### config.mk
export PLATFORM = sky130hd
export DESIGN_NAME = l2_request_arbiter
export DESIGN_NICKNAME = d
export VERILOG_FILES = /design/src/rtl/arb_pkg.sv /design/src/rtl/arb_priority_pick.sv /design/src/rtl/l2_request_arbiter.sv
export SDC_FILE = /design/constraint.sdc
export NUM_CORES = 1
export LEC_CHECK = 0
export BUFFER_PORTS_ARGS = -buffer_cell sky130_fd_sc_hd__buf_2
export CAP_MARGIN = 20
export CELL_PAD_IN_SITES_DETAIL_PLACEMENT = 1
export CELL_PAD_IN_SITES_GLOBAL_PLACEMENT = 1
export CORE_AREA = 2 2 536 538
export DETAILED_ROUTE_END_ITERATION = 10
export DIE_AREA = 0 0 538 540
export HOLD_SLACK_MARGIN = 0.08
export PLACE_DENSITY_LB_ADDON = 0.25
export SKIP_LAST_GASP = 1
export SLEW_MARGIN = 20
export SYNTH_ARGS = -nofsm -noshare
export SYNTH_HDL_FRONTEND = slang
export SYNTH_SLANG_ARGS = --single-unit
### constraint.sdc
create_clock -name clk -period 2 [get_ports clk]
set_clock_uncertainty 0.15 [all_clocks]
set_input_delay 0.4 -clock clk [delete_from_list [all_inputs] [get_ports clk]]
set_output_delay 0.4 -clock clk [all_outputs]
set_load 0.05 [all_outputs]
### src/rtl/arb_pkg.sv
// Shared types and policy constants for the L2 request arbiter.
package arb_pkg;

   // Arbiter state: IDLE has no owner, GRANT means the owner register is valid.
   typedef enum logic {
      ARB_IDLE  = 1'b0,
      ARB_GRANT = 1'b1
   } arb_state_e;

   // Winner selection policies.
   localparam int ARB_FIXED = 0;
   localparam int ARB_RR    = 1;

endpackage

### src/rtl/arb_priority_pick.sv
// Rotating priority picker: first active requester at or after i_start wins.
module arb_priority_pick #(
   parameter int NUM_REQ = 2,
   parameter int IDX_W   = $clog2(NUM_REQ)
) (
   input  logic [NUM_REQ-1:0] i_active,
   input  logic [IDX_W-1:0]   i_start,
   output logic [IDX_W-1:0]   o_idx,
   output logic               o_valid
);

   // Walk the requesters from i_start with wrap-around and keep the first hit.
   always_comb begin
      int w_cand;
      w_cand  = 0;
      o_idx   = '0;
      o_valid = 1'b0;
      for (int k = 0; k < NUM_REQ; k++) begin
         w_cand = int'(i_start) + k;
         if (w_cand >= NUM_REQ) begin
            w_cand = w_cand - NUM_REQ;
         end
         if (!o_valid && i_active[w_cand]) begin
            o_valid = 1'b1;
            o_idx   = IDX_W'(w_cand);
         end
      end
   end

endmodule

### src/rtl/l2_request_arbiter.sv
// N-way arbiter between the L1 caches / memory clients and the shared L2 port.
// Grants are non-preemptive; a single IDLE cycle separates transactions so the
// finishing requester can drop its level request before re-arbitration.
module l2_request_arbiter
   import arb_pkg::*;
#(
   parameter int NUM_REQ    = 2,
   parameter int ADDR_WIDTH = 32,
   parameter int LINE_WIDTH = 256,
   parameter int RR_MODE    = ARB_FIXED
) (
   input  logic                          clk,
   input  logic                          rst_n,
   input  logic [NUM_REQ-1:0]            req_read,
   input  logic [NUM_REQ-1:0]            req_write,
   input  logic [NUM_REQ*ADDR_WIDTH-1:0] req_addr,
   input  logic [NUM_REQ*LINE_WIDTH-1:0] req_wdata,
   output logic [LINE_WIDTH-1:0]         req_rdata,
   output logic [NUM_REQ-1:0]            req_resp,
   output logic                          mem_read,
   output logic                          mem_write,
   output logic [ADDR_WIDTH-1:0]         mem_addr,
   output logic [LINE_WIDTH-1:0]         mem_wdata,
   input  logic [LINE_WIDTH-1:0]         mem_rdata,
   input  logic                          mem_resp,
   output logic [$clog2(NUM_REQ)-1:0]    owner,
   output logic                          busy
);

   localparam int IDX_W = $clog2(NUM_REQ);
   localparam logic [IDX_W-1:0] LAST_IDX = IDX_W'(NUM_REQ - 1);

   arb_state_e            r_state;
   arb_state_e            w_state_next;
   logic [IDX_W-1:0]      r_owner;
   logic [IDX_W-1:0]      r_last_grant;
   logic [IDX_W-1:0]      w_start;
   logic [IDX_W-1:0]      w_win_idx;
   logic                  w_win_valid;
   logic                  w_busy;
   logic                  w_owner_active;
   logic [NUM_REQ-1:0]    w_active;
   logic [ADDR_WIDTH-1:0] w_addr_arr  [NUM_REQ];
   logic [LINE_WIDTH-1:0] w_wdata_arr [NUM_REQ];

   // Unpack per-requester slices and build the one-hot completion strobe.
   genvar gi;
   generate
      for (gi = 0; gi < NUM_REQ; gi++) begin : g_slice
         assign w_active[gi]    = req_read[gi] | req_write[gi];
         assign w_addr_arr[gi]  = req_addr[gi*ADDR_WIDTH +: ADDR_WIDTH];
         assign w_wdata_arr[gi] = req_wdata[gi*LINE_WIDTH +: LINE_WIDTH];
         assign req_resp[gi]    = w_busy & mem_resp & (r_owner == IDX_W'(gi));
      end
   endgenerate

   // Round-robin searches from the slot after the last winner; fixed priority from 0.
   assign w_start = ((RR_MODE == ARB_RR) && (r_last_grant != LAST_IDX)) ?
                    r_last_grant + 1'b1 : '0;

   arb_priority_pick #(
      .NUM_REQ (NUM_REQ),
      .IDX_W   (IDX_W)
   ) u_pick (
      .i_active (w_active),
      .i_start  (w_start),
      .o_idx    (w_win_idx),
      .o_valid  (w_win_valid)
   );

   assign w_busy         = (r_state == ARB_GRANT);
   assign w_owner_active = w_active[r_owner];

   // Next state: grant on any activity, release on completion or owner abort.
   always_comb begin
      w_state_next = r_state;
      case (r_state)
         ARB_IDLE: begin
            if (w_win_valid) begin
               w_state_next = ARB_GRANT;
            end
         end
         ARB_GRANT: begin
            if (mem_resp || !w_owner_active) begin
               w_state_next = ARB_IDLE;
            end
         end
         default: w_state_next = ARB_IDLE;
      endcase
   end

   // State, owner and last-grant registers; owner is held through IDLE.
   always_ff @(posedge clk or negedge rst_n) begin
      if (!rst_n) begin
         r_state      <= ARB_IDLE;
         r_owner      <= '0;
         r_last_grant <= LAST_IDX;
      end else begin
         r_state <= w_state_next;
         if ((r_state == ARB_IDLE) && w_win_valid) begin
            r_owner      <= w_win_idx;
            r_last_grant <= w_win_idx;
         end
      end
   end

   // L2 side carries the owner's slices only while granted.
   assign mem_read  = w_busy & req_read[r_owner];
   assign mem_write = w_busy & req_write[r_owner];
   assign mem_addr  = w_busy ? w_addr_arr[r_owner]  : '0;
   assign mem_wdata = w_busy ? w_wdata_arr[r_owner] : '0;
   assign req_rdata = mem_rdata;
   assign owner     = r_owner;
   assign busy      = w_busy;

endmodule

==> Word level (Yosys, flattened, before mapping) <==
Cells that the tools add are included.
{ "classes": {"magnitude_cmp": 2, "mux": 20, "bitwise": 10, "n_reduce_logical": 5} }
{ "ops": {"columns": ["op", "n"], "rows": [
  ["$mux W256", 4],
  ["$mux W32", 4],
  ["$mux W1", 11],
  ["$and A1 B1 Y1", 5],
  ["$ge A2 B2 Y1 const B", 1],
  ["$logic_and A1 B1 Y1", 2],
  ["$logic_not A1 Y1", 2],
  ["$lt A1 B2 Y1 const B", 1],
  ["$not A1 Y1", 2],
  ["$not A1 Y2", 1],
  ["$or A1 B1 Y1", 2],
  ["$pmux W1 S2", 1],
  ["$logic_or A1 B1 Y1", 1]
]} }
{ "totals": {"reg_bits": 2, "inputBits": 839, "output_inout_bits": 550, "word_cells": 39} }

==> Depth between registers and ports, before layout <==
Gate-level depths: netlist of run 1.
{ "depth": {"ltp_word": 7, "mapped_depth": 5, "mapped_depth_nobuf": 2} }

==> Hierarchy <==
Synthesis of run 1 repeated with hierarchy kept, for this count alone.
{ "hier_totals": {"cells_unflattened": 918, "area_unflattened_um2": 6787.8} }
{ "modules_own_cells": {"columns": ["mod", "n_inst", "cells_each", "area_per_inst_um2", "seq_area_each_um2"], "rows": [
  ["l2_request_arbiter", 1, 915, 6770.2, 50.0],
  ["arb_priority_pick", 1, 3, 17.5, 0.0]
]} }

==> Worst setup path after synthesis of run 1 <==
OpenSTA, ideal clock, no wires.
{ "synth_path": {"kind": "register -> output", "start": "register r_state, in the netlist busy", "end": "output mem_wdata[195]", "t_arrival_ns": 1.971, "t_required_ns": 1.450, "path_slack_ns": -0.521, "stages_incl_launch_ff": 5, "n_path_buf": 3, "path_cell_list": "dfrtp_1 -> buf_2 -> buf_2 -> clkbuf_1 -> nor2b_1"} }
{ "synth_between": {"elab_chain_len": 1} }
{ "synth_rtl": {"columns": ["item", "line_no", "rtl"], "rows": [
  ["start, declared", "l2_request_arbiter.sv:33", "arb_state_e r_state;"],
  ["start signal, assigned", "l2_request_arbiter.sv:99", "r_state <= w_state_next;"],
  ["$mux W256", "l2_request_arbiter.sv:111", "assign mem_wdata = w_busy ? w_wdata_arr[r_owner] : '0;"],
  ["end, declared", "l2_request_arbiter.sv:23", "output logic [LINE_WIDTH-1:0] mem_wdata,"]
]} }
No other way between the ends.

==> Final worst setup path of run 1 <==
{ "layout_path": {"start": "register r_owner, in the netlist owner", "end": "output mem_wdata[144]"} }
{ "layout_between": {"elab_chain_len": 5} }
{ "layout_rtl": {"columns": ["item", "line_no", "rtl"], "rows": [
  ["start, declared", "l2_request_arbiter.sv:35", "logic [IDX_W-1:0] r_owner;"],
  ["start signal, assigned", "l2_request_arbiter.sv:101", "r_owner <= w_win_idx;"],
  ["$not A1 Y2 (implied by the code)", "l2_request_arbiter.sv:111", null],
  ["$mux W256 (implied by the code) (3 in series)", "l2_request_arbiter.sv:111", null],
  ["$mux W256", "l2_request_arbiter.sv:111", null]
]} }
No other way between the ends. The select of a mux whose other input is x is not followed.

==> results.json, run 1 <==
{
  "synth_top_area_share_pct": 40.02,
  "firstDrtPassIters": 5,
  "worst_pin_slew_ns": 0.3899,
  "final-seq-area_sq_um": 57.56,
  "die_height_um": 540,
  "clk_path_buf_depth": 2,
  "clockPowerShare_pct": 1.2,
  "seqPwrFrac_pct": 0.4,
  "start_util_pct": 2.550,
  "root_buffer": "clkbuf_16",
  "cpMostUsedCell": "buf_12",
  "ant_nets": 0,
  "grt_max_degree": 40,
  "power_leakage_nw": 8.226,
  "netlist_top_cells_area": "mux2i_1, buf_4, nor2b_1",
  "fin_cells": 5440,
  "area_delta_synth_final_pct": 193.6,
  "crit_path_end": "mem_wdata[144]",
  "synth_top_area_cell": "mux2i_1",
  "internal_power_mw": 11.93,
  "fin_area_sq_um": 21300,
  "p_per_area_nw_per_um2": 1226,
  "fmax_ghz": 0.3897,
  "dp_slack_ns": -0.8640,
  "synthCells": 914,
  "ys_seq_area_share_pct": 0.6900,
  "violations": "negative setup slack",
  "grt_usage_pct": 11.57,
  "crit_start": "owner",
  "drv_slew": 0,
  "period_minus_slack_ns": 2.566,
  "drive_above_1_share_pct": 88.55,
  "first_global_vias": 10920,
  "max-cap-violations": 0,
  "p_sw_mw": 14.18,
  "nFillCells": 33680,
  "rr_worst_depth": 7,
  "cp-end-kind": "output pin",
  "gp_congestion": 0.8284,
  "synth_fp_nets": 1753,
  "syn_area_sq_um": 7253,
  "detail_route.wl_per_cell_um": 32.50,
  "path_cells": "buf_12, buf_12, buf_16, buf_12, buf_12, mux2i_4, nor2b_2, buf_12",
  "grt_pass1_wl_um": 199100,
  "crit_path_top_delay_cell": "dfrtp_4",
  "crit_required_ns": 1.45,
  "startpoint_type": "register",
  "dp.cells": 5325,
  "cts_tree": "built",
  "critPathMaxStageDelay_ns": 0.47,
  "finalWirelength_um": 176800,
  "yosys_warnings": 0,
  "boundaryPins": 1389,
  "drc": 0,
  "numCtsBuffers": 3,
  "antenna_found_initial": 266,
  "synth_cell_types": 14,
  "max_slew_margin_pct": 73.45,
  "setup_violations": 293,
  "cts_max_level": 1,
  "place_hpwl_um": 165600,
  "min_period_over_period_pct": 128.3,
  "fin_setup_tns_ns": -104.03,
  "clk_latency_ns": 0.22,
  "post-route-util_pct": 7.486,
  "die_area_sq_um": 290500,
  "grt_remaining_overflow": 0,
  "nets": 2430,
  "hold_viol_final": 0,
  "ys_ff_latch": 2,
  "place.port_buffers": 876,
  "place_area_sq_um": 18280,
  "die_w_um": 538,
  "rr_startpoint": "owner",
  "vias": 11020,
  "rsz0062_at_grt": "yes",
  "cp_max_fo": 4,
  "drtIter0Drc": 545,
  "p_sw_share_pct": 54.30,
  "multi_input_area_sq_um": 6773,
  "worstHoldPathType": "input port to register",
  "viasPerCell": 2.026,
  "cp.arrival_ns": 2.02,
  "r2r-end": "busy",
  "whs_path_depth": 3,
  "cts_sinks": 2,
  "rows": 196,
  "r2r_slack_ns": 0.07,
  "clkTransAtPathRegs_ns": 0.03,
  "status": "finished with violations",
  "worst-setup-path-type": "register to output pin",
  "core_sq_um": 284500,
  "avgSynthCellArea_sq_um": 7.936,
  "combinationalPowerShare_pct": 98.5,
  "setup_ws_ns": -0.5658,
  "peakVddDrop_mv": 0.3772
}
sequential cells by signal (all words and copies together), names as in the netlist:
register  count
owner         1
busy          1
per-layer routing:
layer  vias to the layer above  wire length (um)  track usage, %
met5                         -              1049               0
met4                       152              7419           3.008
met3                       585             39480           11.47
met2                      1339             75480           18.20
met1                      4709             53350           10.37
li1                       4236                 -               -
synth_stat cells:
library cell  number
nor2b_1          292
buf_6             29
o2bb2ai_2          1
nor2_1             2
buf_2              5
mux2i_1          290
a221oi_2           1
dfrtp_1            2
and2_1             1
o22a_1             1
buf_4            259
and3_1             1
clkbuf_1          29
o21ba_2            1
placed cells by master, fill, tap and decap left out, types with 45 or more instances in the layout:
master,count
buf_2,599
nor2b_2,231
buf_12,212
mux2i_1,176
buf_6,109
diode_2,89
nor2b_4,60
mux2i_4,59
mux2i_2,55
buf_4,45
area by class of cell:
| cell class | count | area share, % |
|---|---|---|
| tap | 3762 | 22.10 |
| multi-input combinational | 590 | 31.80 |
| antenna | 89 | 1.046 |
| clock buffer | 3 | 0.3525 |
| timing repair buffer | 994 | 44.42 |
| sequential | 2 | 0.2703 |
metrics by stage:
stage	total power [mW]	hold slack (ns)
2_1_floorplan	13.15	-0.04559
3_3_place_gp	21.85	0.05733
3_5_place_dp	21.84	0.05637
4_1_cts	26.16	0.3730
5_1_grt	27.22	0.3938
6_report	26.11	0.3713
worst max-delay path, delay by kind of cell (launching register included):
family | cells | cell delay (ns)
flops | 1 | 0.47
mux | 1 | 0.31
simple gates | 1 | 0.11
buf+inv | 6 | 0.86
what timing repair did:
action                                  4_1_cts  5_1_grt
setup buffers                                24        5
resized for setup                           417      102
hold buffers                                  1        0
endpoints found under the hold margin         2        0
cloned                                       11        2
endpoints found under the setup margin      293      294
cells by family (layout without fill, tap and decap cells):
group	after synthesis	in the layout	share of synthesized area, %
compound gates	4	4	0.6727
other cells	0	89	0
flops	2	2	0.6900
simple gates	296	296	25.46
mux	290	290	40.02
buf+inv	322	997	33.15
how the worst min path moves through the flow:
stage	startpoint	to
2_1_floorplan	rst_n	busy
6_report	req_write[0]	busy
5_1_grt	req_write[0]	busy
3_5_place_dp	rst_n	busy
4_1_cts	req_write[0]	busy
3_3_place_gp	rst_n	busy
power groups by stage:
stage	Combinational, mW	Clock [mW]	Sequential [mW]
6_report	25.7	0.301	0.0932
5_1_grt	26.8	0.312	0.0978
4_1_cts	25.8	0.306	0.0954
3_5_place_dp	21.7	0	0.180
3_3_place_gp	21.7	0	0.178
2_1_floorplan	13.0	0	0.115
Note: power is estimated with default switching activity, not from simulation.
==> run 2: changes to the inputs <==
RECOVER_POWER = 50   (was not set)
==> run 2 against run 1 <==
Compared with the run above:
- global-route usage did not move
- wire length barely moved
- critical path depth did not move
- non-clock buffer count unchanged
- core utilization barely moved
- final area about the same
- sequential cell count did not move
- setup slack is essentially flat
- combinational power about the same
- via count grew 0.19%
- the flow still finishes with violations (negative setup slack)
- first-iteration DRC count down 1.5%
==> results.json, run 2 (synthesis gave the netlist of run 1 again) <==
{
  "clkTransAtPathRegs_ns": 0.03,
  "clk_latency_ns": 0.22,
  "place.port_buffers": 876,
  "cp-end-kind": "output pin",
  "gp_congestion": 0.8284,
  "min_period_over_period_pct": 128.3,
  "internal_power_mw": 11.93,
  "p_sw_mw": 14.17,
  "clk_path_buf_depth": 2,
  "layout_common_cells": "buf_2, nor2b_2, buf_12, mux2i_1, buf_6",
  "p_sw_share_pct": 54.30,
  "antenna_found_initial": 266,
  "die_w_um": 538,
  "ant_nets": 0,
  "cp.arrival_ns": 2.02,
  "die_height_um": 540,
  "max-cap-violations": 0,
  "violations": "negative setup slack",
  "crit_required_ns": 1.45,
  "numCtsBuffers": 3,
  "drv_slew": 0,
  "hold_slack_ns": 0.3714,
  "first_global_vias": 10920,
  "setup_ws_ns": -0.5659,
  "boundaryPins": 1389,
  "drive_above_1_share_pct": 88.48,
  "detail_route.wl_per_cell_um": 32.53,
  "drtIter0Drc": 537,
  "fmax_ghz": 0.3897,
  "core_sq_um": 284500,
  "grt_pass1_wl_um": 199100,
  "clockPowerShare_pct": 1.2,
  "area_delta_synth_final_pct": 193.4,
  "mostFrequentLayoutCell": "buf_2",
  "fin_setup_tns_ns": -103.99,
  "power_leakage_nw": 8.223,
  "vias": 11040,
  "cts_sinks": 2,
  "fin_area_sq_um": 21280,
  "cp_max_fo": 4,
  "grt_max_degree": 40,
  "cts_max_level": 1,
  "grt_usage_pct": 11.57,
  "hold_viol_final": 0,
  "worstHoldPathType": "input port to register",
  "startpoint_type": "register",
  "worst-setup-path-type": "register to output pin",
  "nFillCells": 33680,
  "peakVddDrop_mv": 0.3796,
  "drc": 0,
  "finalWirelength_um": 176800,
  "place_hpwl_um": 165600,
  "firstDrtPassIters": 5,
  "root_buffer": "clkbuf_16",
  "period_minus_slack_ns": 2.566,
  "setup_violations": 293,
  "p_total_mw": 26.10,
  "nets": 2430,
  "combinationalPowerShare_pct": 98.5,
  "die_area_sq_um": 290500,
  "rows": 196,
  "rsz0062_at_grt": "yes",
  "max_slew_margin_pct": 73.18,
  "start_util_pct": 2.550,
  "worst_pin_slew_ns": 0.3938,
  "p_per_area_nw_per_um2": 1226,
  "cts_tree": "built",
  "status": "finished with violations",
  "viasPerCell": 2.031,
  "seqPwrFrac_pct": 0.4,
  "place_area_sq_um": 18280,
  "grt_remaining_overflow": 0
}
## run 2: per-layer routing
metal | GRT usage [%] | wire (um) | up-vias
met4 | 3.008 | 7456 | 150
met3 | 11.47 | 39670 | 593
met5 | 0 | 1035 | -
li1 | - | - | 4232
met2 | 18.20 | 75430 | 1350
met1 | 10.37 | 53230 | 4717
## run 2: power by group through the flow
| stage | clock [mW] | combinational (mW) | sequential, mW |
|---|---|---|---|
| after CTS | 0.306 | 25.8 | 0.0954 |
| after detailed placement | 0 | 21.7 | 0.180 |
| after floorplan | 0 | 13.0 | 0.115 |
| after global routing | 0.312 | 26.8 | 0.0978 |
| final | 0.301 | 25.7 | 0.0931 |
| after global placement | 0 | 21.7 | 0.178 |
## run 2: final timing paths
| kind | start | slack (ns) | endpoint | cells after the start |
|---|---|---|---|---|
| min reg2reg | busy | 0.72 | busy | 3 |
| max reg2reg | owner | 0.07 | busy | 7 |
| min in group asynchronous | rst_n | 0.41 | busy | 2 |
| min | req_write[0] | 0.37 | busy | 3 |
| max in group asynchronous | rst_n | 1.10 | owner | 2 |
| max | owner | -0.57 | mem_wdata[144] | 8 |
## run 2: cell type report
type | count | area (sq um) | area share (%)
antenna | 85 | 212.7 | 0.9994
clock buffer | 3 | 75.07 | 0.3527
multi-input combinational | 590 | 6773 | 31.82
sequential | 2 | 57.56 | 0.2704
tap | 3762 | 4707 | 22.12
timing repair buffer | 994 | 9459 | 44.44
## run 2: stage by stage
step	std cells	worst slack [ns]	utilization [%]
after floorplan	914	-0.1317	-
after global placement	5325	-0.8571	6.427
after detailed placement	5325	-0.8640	6.427
after CTS	5361	-0.6459	7.247
after global routing	5375	-0.6127	7.428
final	5436	-0.5659	7.482
## run 2: worst max-delay path, stage by stage (launching register included)
cell	delay, ns
dfrtp_4	0.47
buf_12	0.15
buf_12	0.14
buf_16	0.15
buf_12	0.13
buf_12	0.13
mux2i_4	0.31
nor2b_2	0.11
buf_12	0.16
## run 2: what timing repair did
item                                   CTS  global route
hold buffers                             1             0
endpoints found under the hold margin    2             0
gates resized for setup                417           102
setup endpoints to repair              293           294
gates cloned                            11             2
setup buffers                           24             5
==> run 3: changes to the inputs <==
CTS_BUF_LIST = sky130_fd_sc_hd__clkbuf_4   (was not set)
SLEW_MARGIN = not set   (was 20)
==> run 3 against run 2 <==
Compared with the run above:
- the run still ends with negative setup slack left
- final area fell by 0.47%
- hold slack worse by 0.0015 ns
- count of clock-buffer cells in the layout did not move
- sequential cell count is the same
==> results.json, run 3 (synthesis gave the netlist of run 1 again) <==
{
  "setup_violations": 293,
  "max-cap-violations": 0,
  "mostFrequentLayoutCell": "buf_2",
  "p_total_mw": 25.90,
  "boundaryPins": 1389,
  "rr_worst_depth": 7,
  "r2r-end": "busy",
  "status": "finished with violations",
  "p_per_area_nw_per_um2": 1223,
  "root_buffer": "clkbuf_4",
  "drv_slew": 0,
  "vias": 10990,
  "die_area_sq_um": 290500,
  "crit_required_ns": 1.45,
  "hold_slack_ns": 0.3699,
  "hp-start": "req_write[0]",
  "cp-end-kind": "output pin",
  "dp_slack_ns": -0.8640,
  "area_delta_synth_final_pct": 192.1,
  "fin_area_sq_um": 21180,
  "rows": 196,
  "rr_startpoint": "owner",
  "grt_remaining_overflow": 0,
  "grt_max_degree": 40,
  "detail_route.wl_per_cell_um": 32.63,
  "r2r_slack_ns": 0.07,
  "grt_usage_pct": 11.57,
  "cp_max_fo": 4,
  "grt_pass1_wl_um": 199100,
  "start_util_pct": 2.550,
  "cts_sinks": 2,
  "clk_latency_ns": 0.22,
  "viasPerCell": 2.029,
  "fmax_ghz": 0.3896,
  "cts_max_level": 1,
  "place.port_buffers": 876,
  "critical_path.top_delay_family": "buffers and inverters",
  "core_sq_um": 284500,
  "gp_congestion": 0.8284,
  "place_area_sq_um": 18280,
  "startpoint_type": "register",
  "worst_pin_slew_ns": 0.4047,
  "layout_common_cells": "buf_2, nor2b_2, buf_12, mux2i_1, buf_6",
  "place_hpwl_um": 165600,
  "finalWirelength_um": 176800,
  "die_height_um": 540,
  "crit_path_top_delay_cell": "dfrtp_4",
  "min_period_over_period_pct": 128.3,
  "whs_path_depth": 3,
  "path_cells": "buf_12, buf_12, buf_16, buf_12, buf_12, mux2i_4, nor2b_2, buf_12",
  "max_slew_margin_pct": 72.44,
  "power_leakage_nw": 8.200,
  "hold-path-endpoint": "busy",
  "die_w_um": 538,
  "worstHoldPathType": "input port to register",
  "critPathBufInv": 6,
  "peakVddDrop_mv": 0.3755,
  "critPathMaxStageDelay_ns": 0.47,
  "cp.arrival_ns": 2.02,
  "first_global_vias": 10910,
  "rsz0062_at_grt": "yes",
  "numCtsBuffers": 3,
  "cpMostUsedCell": "buf_12",
  "antenna_found_initial": 267,
  "ant_nets": 0,
  "drive_above_1_share_pct": 88.48,
  "cts_tree": "built",
  "drc": 0,
  "nets": 2430,
  "drtIter0Drc": 522,
  "period_minus_slack_ns": 2.567,
  "clkTransAtPathRegs_ns": 0.03,
  "violations": "negative setup slack",
  "clk_path_buf_depth": 2,
  "setup_ws_ns": -0.5668,
  "firstDrtPassIters": 5,
  "worst-setup-path-type": "register to output pin",
  "nFillCells": 33680,
  "hold_viol_final": 0
}
==> run 3: cell types whose count changed in the layout (fill, tap and decap cells not counted), sizes merged <==
| cell | before | now |
|---|---|---|
| diode | 85 | 66 |
==> run 3: final cells by class <==
type,instances,area (sq um),share of cell area (%)
antenna,66,165.2,0.7796
clock buffer,3,22.52,0.1063
multi-input combinational,590,6773,31.97
sequential,2,57.56,0.2717
tap,3762,4707,22.22
timing repair buffer,994,9459,44.65
==> run 3: metrics by stage <==
stage / utilization [%] / instances / TNS [ns]
2_1_floorplan: - / 914 / -31.55
3_3_place_gp: 6.427 / 5325 / -74.83
3_5_place_dp: 6.427 / 5325 / -78.46
4_1_cts: 7.229 / 5361 / -123.99
5_1_grt: 7.411 / 5376 / -129.94
6_report: 7.447 / 5417 / -104.55
==> run 3: power by group <==
part           internal [mW]  switching [mW]  total (mW)  leakage (nW)
combinational           11.6            14.1        25.7          8.16
clock                 0.0661          0.0220      0.0881        0.0142
sequential            0.0640          0.0291      0.0931        0.0215
==> run 3: worst max path at each step <==
stage,start,endpoint,slack [ns],cells past startpoint
after detailed placement,owner,mem_wdata[0],-0.86,4
after floorplan,busy,mem_wdata[205],-0.13,4
after CTS,owner,mem_wdata[94],-0.66,7
after global routing,owner,mem_wdata[124],-0.63,7
after global placement,owner,mem_wdata[94],-0.86,6
final,owner,mem_wdata[144],-0.57,8
==> run 3: repair_timing <==
item,CTS,global route
hold buffers,1,0
endpoints found under the setup margin,293,294
resized for setup,417,102
buffers inserted,24,5
endpoints found under the hold margin,2,0
gates cloned,11,2
==> run 3: worst register-to-register path: stages, from the launching register on <==
cell,delay [ns]
dfrtp_4,0.47
buf_12,0.15
buf_4,0.23
buf_16,0.20
buf_12,0.15
buf_4,0.16
o2bb2ai_2,0.11
a221oi_2,0.21
==> run 3: layer usage <==
metal  routed length (um)  vias to the layer above  global-route usage (%)
met5                 1035                        -                       0
met4                 6744                      150                   3.008
met3                38870                      602                   11.46
met2                76130                     1353                   18.20
met1                53970                     4673                   10.37
li1                     -                     4212                       -
